--- config.mk ---
export PLATFORM = sky130hd
export DESIGN_NAME = pipe_instr_tracker
export DESIGN_NICKNAME = d
export VERILOG_FILES = /design/src/rtl/pipe_instr_tracker.sv
export SDC_FILE = /design/constraint.sdc
export NUM_CORES = 1
export LEC_CHECK = 0
export ABC_CLOCK_PERIOD_IN_PS = 33900
export CORE_AREA = 3 3 189 191
export CTS_CLUSTER_SIZE = 28
export DETAILED_ROUTE_END_ITERATION = 12
export DIE_AREA = 0 0 192 194
export PLACE_DENSITY = 0.78
export SLEW_MARGIN = 20
export SYNTH_ARGS = -nofsm -noshare
export SYNTH_HDL_FRONTEND = slang
export SYNTH_SLANG_ARGS = --single-unit
--- constraint.sdc ---
create_clock -name clk -period 33.9 [get_ports clk]
set_input_delay 6.78 -clock clk [delete_from_list [all_inputs] [get_ports clk]]
set_output_delay 6.78 -clock clk [all_outputs]
set_load 0.01 [all_outputs]
--- src/rtl/pipe_instr_tracker.sv ---
// Four-register pipeline tracker (D/E/M/W) with per-register enable/flush, bubble
// marking behind stalls, retire pulse and wrapping performance counters.
module pipe_instr_tracker #(
  parameter logic [31:0] NOP_INSTR = 32'h0000_0013
) (
  input  logic        clk,
  input  logic        rst,
  input  logic [31:0] instr_F,
  input  logic [31:0] pc_F,
  input  logic        IF_ID_enable,
  input  logic        ID_EX_enable,
  input  logic        EX_ME_enable,
  input  logic        ME_WB_enable,
  input  logic        IF_ID_flush,
  input  logic        ID_EX_flush,
  input  logic        EX_ME_flush,
  input  logic        ME_WB_flush,
  input  logic        pc_enable,
  input  logic        cnt_clr,
  output logic [31:0] instr_D,
  output logic [31:0] instr_E,
  output logic [31:0] instr_M,
  output logic [31:0] instr_W,
  output logic        valid_D,
  output logic        valid_E,
  output logic        valid_M,
  output logic        valid_W,
  output logic [31:0] pc_W,
  output logic        retire,
  output logic [31:0] cycle_cnt,
  output logic [31:0] instret_cnt,
  output logic [31:0] stall_cnt,
  output logic [31:0] flush_cnt
);

  // Index 0..3 = D, E, M, W stage registers.
  logic [31:0] instr_q [4];
  logic [31:0] pc_q    [4];
  logic        valid_q [4];

  logic [31:0] up_instr [4];
  logic [31:0] up_pc    [4];
  logic        up_valid [4];

  logic [3:0]  en;
  logic [3:0]  fl;
  logic [3:0]  up_en;
  logic        retire_d;
  logic        retire_q;

  logic [31:0] cycle_q;
  logic [31:0] instret_q;
  logic [31:0] stall_q;
  logic [31:0] flush_q;

  assign en    = {ME_WB_enable, EX_ME_enable, ID_EX_enable, IF_ID_enable};
  assign fl    = {ME_WB_flush, EX_ME_flush, ID_EX_flush, IF_ID_flush};
  // The fetch stage's own "enable" is pc_enable.
  assign up_en = {en[2:0], pc_enable};

  always_comb begin
    up_instr[0] = instr_F;
    up_pc[0]    = pc_F;
    up_valid[0] = 1'b1;
    for (int i = 1; i < 4; i++) begin
      up_instr[i] = instr_q[i-1];
      up_pc[i]    = pc_q[i-1];
      up_valid[i] = valid_q[i-1];
    end
  end

  always_ff @(posedge clk or posedge rst) begin
    if (rst) begin
      for (int i = 0; i < 4; i++) begin
        instr_q[i] <= NOP_INSTR;
        pc_q[i]    <= 32'h0;
        valid_q[i] <= 1'b0;
      end
    end else begin
      for (int i = 0; i < 4; i++) begin
        if (fl[i]) begin
          instr_q[i] <= NOP_INSTR;
          pc_q[i]    <= 32'h0;
          valid_q[i] <= 1'b0;
        end else if (en[i]) begin
          instr_q[i] <= up_instr[i];
          pc_q[i]    <= up_pc[i];
          // A held upstream stage would otherwise be copied twice.
          valid_q[i] <= up_valid[i] & up_en[i];
        end
      end
    end
  end

  assign retire_d = ME_WB_enable & ~ME_WB_flush & valid_q[2] & EX_ME_enable;

  always_ff @(posedge clk or posedge rst) begin
    if (rst) begin
      retire_q <= 1'b0;
    end else begin
      retire_q <= retire_d;
    end
  end

  always_ff @(posedge clk or posedge rst) begin
    if (rst) begin
      cycle_q   <= 32'h0;
      instret_q <= 32'h0;
      stall_q   <= 32'h0;
      flush_q   <= 32'h0;
    end else if (cnt_clr) begin
      cycle_q   <= 32'h0;
      instret_q <= 32'h0;
      stall_q   <= 32'h0;
      flush_q   <= 32'h0;
    end else begin
      cycle_q   <= cycle_q + 32'd1;
      instret_q <= instret_q + {31'h0, retire_d};
      stall_q   <= stall_q + {31'h0, ~pc_enable};
      flush_q   <= flush_q + {31'h0, IF_ID_flush};
    end
  end

  assign instr_D     = instr_q[0];
  assign instr_E     = instr_q[1];
  assign instr_M     = instr_q[2];
  assign instr_W     = instr_q[3];
  assign valid_D     = valid_q[0];
  assign valid_E     = valid_q[1];
  assign valid_M     = valid_q[2];
  assign valid_W     = valid_q[3];
  assign pc_W        = pc_q[3];
  assign retire      = retire_q;
  assign cycle_cnt   = cycle_q;
  assign instret_cnt = instret_q;
  assign stall_cnt   = stall_q;
  assign flush_cnt   = flush_q;

endmodule

==> results of run 1 <==
## tightest hold or removal path, cell delays in order (launching register included)
cell	delay [ns]
dfrtp_1	0.34
mux2i_1	0.07
nor2_1	0.07
## synth_stat cells (all sizes together), types with 16 or more instances
| master | count | area share |
|---|---|---|
| nor2b | 20 | 0.0074 |
| mux2i | 245 | 0.14 |
| clkbuf | 42 | 0.0093 |
| xor2 | 67 | 0.035 |
| and3 | 18 | 0.0067 |
| and4 | 16 | 0.0083 |
| nor3 | 18 | 0.0066 |
| dfrtp | 377 | 0.56 |
| nor2 | 369 | 0.082 |
| nand4 | 35 | 0.015 |
| buf | 70 | 0.024 |
| nand3 | 57 | 0.018 |
| nand2 | 42 | 0.0097 |
| xnor2 | 40 | 0.021 |
## cells in the final DEF, fill, tap and decap left out, types with 6 or more instances in the layout
cell             instances
clkbuf_8                10
xnor2_1                 40
a21oi_1                 12
o21ai_0                 13
clkdlybuf4s50_1        359
mux2i_1                245
inv_1                   11
xor2_1                  67
dfstp_2                 12
nor2b_1                 20
ha_1                     7
and3_1                  17
nand4_1                 33
and4_1                  15
clkbuf_16               42
clkbuf_1                10
nand2_1                 41
a211o_1                 12
nor2_1                 368
nor3_1                  15
dfrtp_1                377
nor4_1                   6
nand3_1                 52
buf_4                   14
or3_1                   10
## sequential cells by signal, indices dropped and copies added (netlist names)
name and cells:
valid_M 1, valid_D 1, valid_E 1, pc_W 32, instr_E 32, instr_D 32, instret_cnt 32, valid_W 1
pc_q 96, flush_cnt 32, instr_W 32, stall_cnt 32, cycle_cnt 32, instr_M 32, retire 1
## cell families after synthesis
kind of cell,count (synthesis),synth area share
compound gates,39,0.0143
xor+xnor,107,0.0552
fa+ha+maj,7,0.00515
buf+inv,124,0.0359
flops,389,0.574
mux,245,0.144
simple gates,612,0.171
## per-layer routing
metal / up-vias / track usage
met3: 84 / 0.0515
met2: 338 / 0.391
met5: - / 0
li1: 5726 / -
met4: 4 / 0.0653
met1: 6150 / 0.311
## report_power, final
part | total [mW] | switching, mW | internal, mW
sequential | 0.483 | 0.00807 | 0.475
clock | 0.467 | 0.185 | 0.282
combinational | 0.0723 | 0.0401 | 0.0322
## cell type report
class / instances / area (sq um)
Clock buffer: 62 / 1230
Clock inverter: 14 / 195
Inverter: 12 / 52.6
Fill cell: 2616 / 12100
Tap cell: 455 / 569
Multi-Input combinational cell: 1010 / 6630
Sequential cell: 389 / 9750
Antenna cell: 1 / 2.50
Timing Repair Buffer: 379 / 3750
## final timing paths
| kind | endpoint | cells after the start |
|---|---|---|
| worst max-delay path | stall_cnt[28] | 9 |
| max in group asynchronous | retire | 3 |
| worst max register to register | stall_cnt[28] | 7 |
| worst min register to register | pc_q[45] | 2 |
| worst min-delay path | pc_q[45] | 2 |
| min in group asynchronous | instr_E[20] | 2 |
==> flow_summary.yaml, run 1 <==
sta:
  relSlewSlack: 0.245
  finalHoldViolCount: 0
  rsz0062_at_grt: "false"
  tightest_slew_ns: 1.13
  final.setup_skew_ns: 0.0179
  slew_violations: 0
  final_min_period_over_clock_period: 0.264
  final-setup-viol-count: 0
  worst_slack_ns: 24.96
  holdWs_ns: 0.516
  setup_tns_ns: 0
  max_clock_freq_mhz: 112
  period_minus_slack_ns: 8.94
placed_design:
  port_buffers: 368
  hpwl_um: 28100
  dpl_cell_area_sq_mm: 0.0207
  post-place-ws_ns: 24.44
  globalplace.congestion: 0.899
  place_inst: 2245
synthesis:
  synthesis.nets: 1606
  synth-seq-cells: 389
  synthCells: 1523
  synth_area_per_cell_sq_um: 11.2
  synth-main-ff-cell: "dfrtp_1"
  netlist-cell-type-count: 43
  async_flop_share: 1.00
  synth-edff-count: 0
  synth_area_sq_mm: 0.0170
  synth_sequential_area_ratio: 0.574
  synth_warnings: 0
status:
  status: "finished, final reports clean"
setup_path:
  timing.critical_path.fanout_max: 14
  crit_slowest_cell: "nor4_1"
  crit_path_end_kind: "flip-flop"
  timing.critical_path.arrival_ns: 9.31
  rrSetupSlack_ns: 31.41
  critical-path-top-cell-by-count: "ha_1"
  path_delay_family: "simple AND/OR/NAND/NOR gates"
  critical-path-max-stage-delay_ns: 0.49
  timing.critical_path.required_ns: 34.27
  crit-reg2reg-launch: "stall_cnt[0]"
  criticalPathCategory: "in2reg"
  worstPathCellList: "clkdlybuf4s50_1 -> inv_1 -> ha_1 -> ha_1 -> and4_1 -> nand4_1 -> nor4_1 -> xnor2_1 -> nor2_1"
  worstSetupStartpoint: "pc_enable"
  worstSetupStartpointType: "input pin"
  critical_path.n_buffers_inverters: 2
routing:
  post_drt_wl_per_cell_um: 18.9
  detail_route.first_pass.iterations: 4
  finalWirelength_um: 44000
  postRouteAntennaNets: 0
  route.met3.wl_um: 2620
  highest_layer: "met5"
  dr_wl_met2_um: 21600
  detailedRoute.firstIterationViolations: 677
  total_via_count_in_the_routed_design: 12300
  drc: 0
  detail_route.wirelength.met1_um: 18400
  via_per_inst: 5.30
worst_hold_path:
  hold_path.startpoint: "pc_q[77]"
  worst_hold_path_type: "reg2reg"
job:
  max-cap-violations: 0
clock_network:
  cts_inserted_buffers: 42
  tritoncts: "built"
  cts.hold.buffers_added: 0
  clk_transition_reported_paths_ns: 0.06
  post_cts_buffers: 0
  clock_sink_count: 389
  clk-insertion-delay-late_ns: 0.53
  clk_root_buffer_cell: "clkbuf_16"
  ctsLongestPathBuffers: 3
  clock_tree.htree_level_count: 2
  cts_repair_resize_count: 0
floorplan:
  initial_utilization: 0.496
  floorplan.die_area_sq_mm: 0.0372
  num_rows: 68
  die_h_um: 194
  placeableCoreArea_sq_mm: 0.0343
  die_w_um: 192
  design.portCount: 369
final_layout:
  instances_no_fill: 2322
  final_layout_size_suffix_gt1_frac: 0.0659
  design.final.nets: 1917
  synthToLayoutAreaGrowth_pct: 30.5
  fin_util: 0.647
  final_cell_area_sq_mm: 0.0222
power_and_ir_drop:
  power.ir.vdd_worst_mv: 0.0354
  p_per_area_mw_per_mm2: 46.1
  totalPowerFinal_mw: 1.02
  p_leak_nw: 10.3
grt:
  first_global_vias: 12400
  grt_first_pass_wirelength_um: 70500
  maximum_number_of_pins_on_one_net_before_global_route_repair: 177
  antenna_found_initial: 3
  grt-ovfl-total: 0
  grtUsageTotal: 0.235
(Power assumes the default switching activity.)
==> run 2: changes to the inputs <==
ABC_CLOCK_PERIOD_IN_PS = 8410   (was 33900)
clock period = 8.41 ns   (was 33.9 ns; I/O delays follow)
==> flow_summary.yaml, run 2 (synthesis results as in run 1) <==
sta:
  final_min_period_over_clock_period: 0.446
  final.setup_skew_ns: 0.0121
  holdWs_ns: 0.487
  final-setup-viol-count: 0
  relSlewSlack: 0.330
  tightest_slew_ns: 1.00
  slew_violations: 0
  rsz0062_at_grt: "false"
  max_clock_freq_mhz: 267
  finalHoldViolCount: 0
  setup_tns_ns: 0
  period_minus_slack_ns: 3.75
clock_network:
  tritoncts: "built"
  clk_root_buffer_cell: "clkbuf_16"
  cts_repair_resize_count: 0
  clock_tree.htree_level_count: 2
  post_cts_buffers: 0
  cts_inserted_buffers: 41
  clock_sink_count: 389
  ctsLongestPathBuffers: 3
  clk-insertion-delay-late_ns: 0.53
  cts.hold.buffers_added: 0
  clk_transition_reported_paths_ns: 0.06
setup_path:
  timing.critical_path.fanout_max: 14
  timing.critical_path.arrival_ns: 4.12
  worstSetupStartpoint: "pc_enable"
  crit-reg2reg-launch: "stall_cnt[0]"
  criticalPathCategory: "in2reg"
  worst_r2r_path_depth: 7
  rrSetupSlack_ns: 5.93
  timing.rr.end: "stall_cnt[28]"
  worst_setup_path_endpoint: "stall_cnt[28]"
  timing.critical_path.required_ns: 8.78
  crit_path_end_kind: "flip-flop"
  worstSetupStartpointType: "input pin"
routing:
  total_via_count_in_the_routed_design: 12400
  detail_route.first_pass.iterations: 5
  finalWirelength_um: 44600
  via_per_inst: 5.35
  postRouteAntennaNets: 0
  post_drt_wl_per_cell_um: 19.2
  drc: 0
  detailedRoute.firstIterationViolations: 569
floorplan:
  floorplan.die_area_sq_mm: 0.0372
  die_w_um: 192
  placeableCoreArea_sq_mm: 0.0343
  design.portCount: 369
  die_h_um: 194
  num_rows: 68
  initial_utilization: 0.496
power_and_ir_drop:
  power.ir.vdd_worst_mv: 0.169
  proportion_of_power_drawn_by_the_clock_network: 0.453
  power.share.combinational: 0.072
  internal_power_mw: 3.17
  p_leak_nw: 10.3
  netSwitchingFraction: 0.228
  totalPowerFinal_mw: 4.10
  p_per_area_mw_per_mm2: 185
  p_sw_mw: 0.933
  power.share.sequential: 0.475
worst_hold_path:
  worst_hold_path_type: "reg2reg"
  hold_path.startpoint: "valid_W"
final_layout:
  final_cell_area_sq_mm: 0.0222
  largest_register_ff_count: 96
  final_layout_size_suffix_gt1_frac: 0.0680
  highest_count_cells_in_the_layout_ignoring_fill_and_taps: "dfrtp_1, nor2_1, clkdlybuf4s50_1, mux2i_1, xor2_1"
  synthToLayoutAreaGrowth_pct: 30.6
  area_taken_by_multi_input_logic_gates_sq_mm: 0.00663
  largest_register: "pc_q"
  design.final.nets: 1918
  fin_util: 0.647
  fillers: 2602
  mostFrequentLayoutCell: "dfrtp_1"
  ff_latch_area_sq_mm: 0.00975
job:
  max-cap-violations: 0
placed_design:
  port_buffers: 368
  dpl_cell_area_sq_mm: 0.0208
  hpwl_um: 28800
  globalplace.congestion: 0.854
grt:
  maximum_number_of_pins_on_one_net_before_global_route_repair: 188
  grtUsageTotal: 0.240
  first_global_vias: 12900
  grt_first_pass_wirelength_um: 71700
  antenna_found_initial: 1
  grt-ovfl-total: 0
status:
  status: "finished, final reports clean"
run 2: changes by cell type in the layout (fill, tap and decap cells not counted), sizes merged:
cell      before  now
clkinv         6    8
clkbuf        62   59
clkinvlp       1    3
buf           20   22
inv           15   13
run 2: metrics by stage:
step / std cells / setup slack [ns]
after CTS: 2321 / 4.69
final: 2323 / 4.66
after floorplan: 1523 / 1.51
after global placement: 2246 / 4.23
after global routing: 2323 / 4.44
after detailed placement: 2246 / 4.13
run 2: worst min-delay path by stage:
stage	slack, ns	endpoint	depth (start not counted)
after global placement	0.47	valid_W	1
after floorplan	0.49	pc_q[100]	2
after detailed placement	0.48	valid_W	1
after CTS	0.49	valid_W	1
final	0.49	valid_W	1
after global routing	0.51	valid_W	1
run 2: critical path: stages:
cell             delay, ns
clkdlybuf4s50_1       0.42
inv_1                 0.07
ha_1                  0.26
ha_1                  0.24
and4_1                0.27
nand4_1               0.47
nor4_1                0.49
xnor2_1               0.17
nor2_1                0.06
run 2: final cells by class:
| type | instances | area share |
|---|---|---|
| antenna | 1 | 0.000113 |
| clock buffer | 59 | 0.0542 |
| clock inverter | 16 | 0.00868 |
| inverter | 12 | 0.00220 |
| multi-input combinational | 1010 | 0.299 |
| sequential | 389 | 0.439 |
| tap | 455 | 0.0257 |
| timing repair buffer | 381 | 0.171 |
run 2: power groups by stage:
| stage | Sequential (mW) | Clock (mW) | Combinational (mW) |
|---|---|---|---|
| final | 1.95 | 1.86 | 0.296 |
| after global routing | 1.95 | 1.98 | 0.323 |
| after CTS | 1.95 | 1.90 | 0.301 |
| after detailed placement | 1.98 | 0 | 0.299 |
| after global placement | 1.98 | 0 | 0.294 |
| after floorplan | 1.98 | 0 | 0.157 |
run 2: per-layer routing:
| metal | up-vias | routed length [um] | track usage |
|---|---|---|---|
| met3 | 71 | 2740 | 0.0532 |
| met1 | 6299 | 18000 | 0.306 |
| met2 | 339 | 22600 | 0.409 |
| met5 | - | 0 | 0 |
| li1 | 5709 | - | - |
| met4 | 0 | 1250 | 0.0723 |
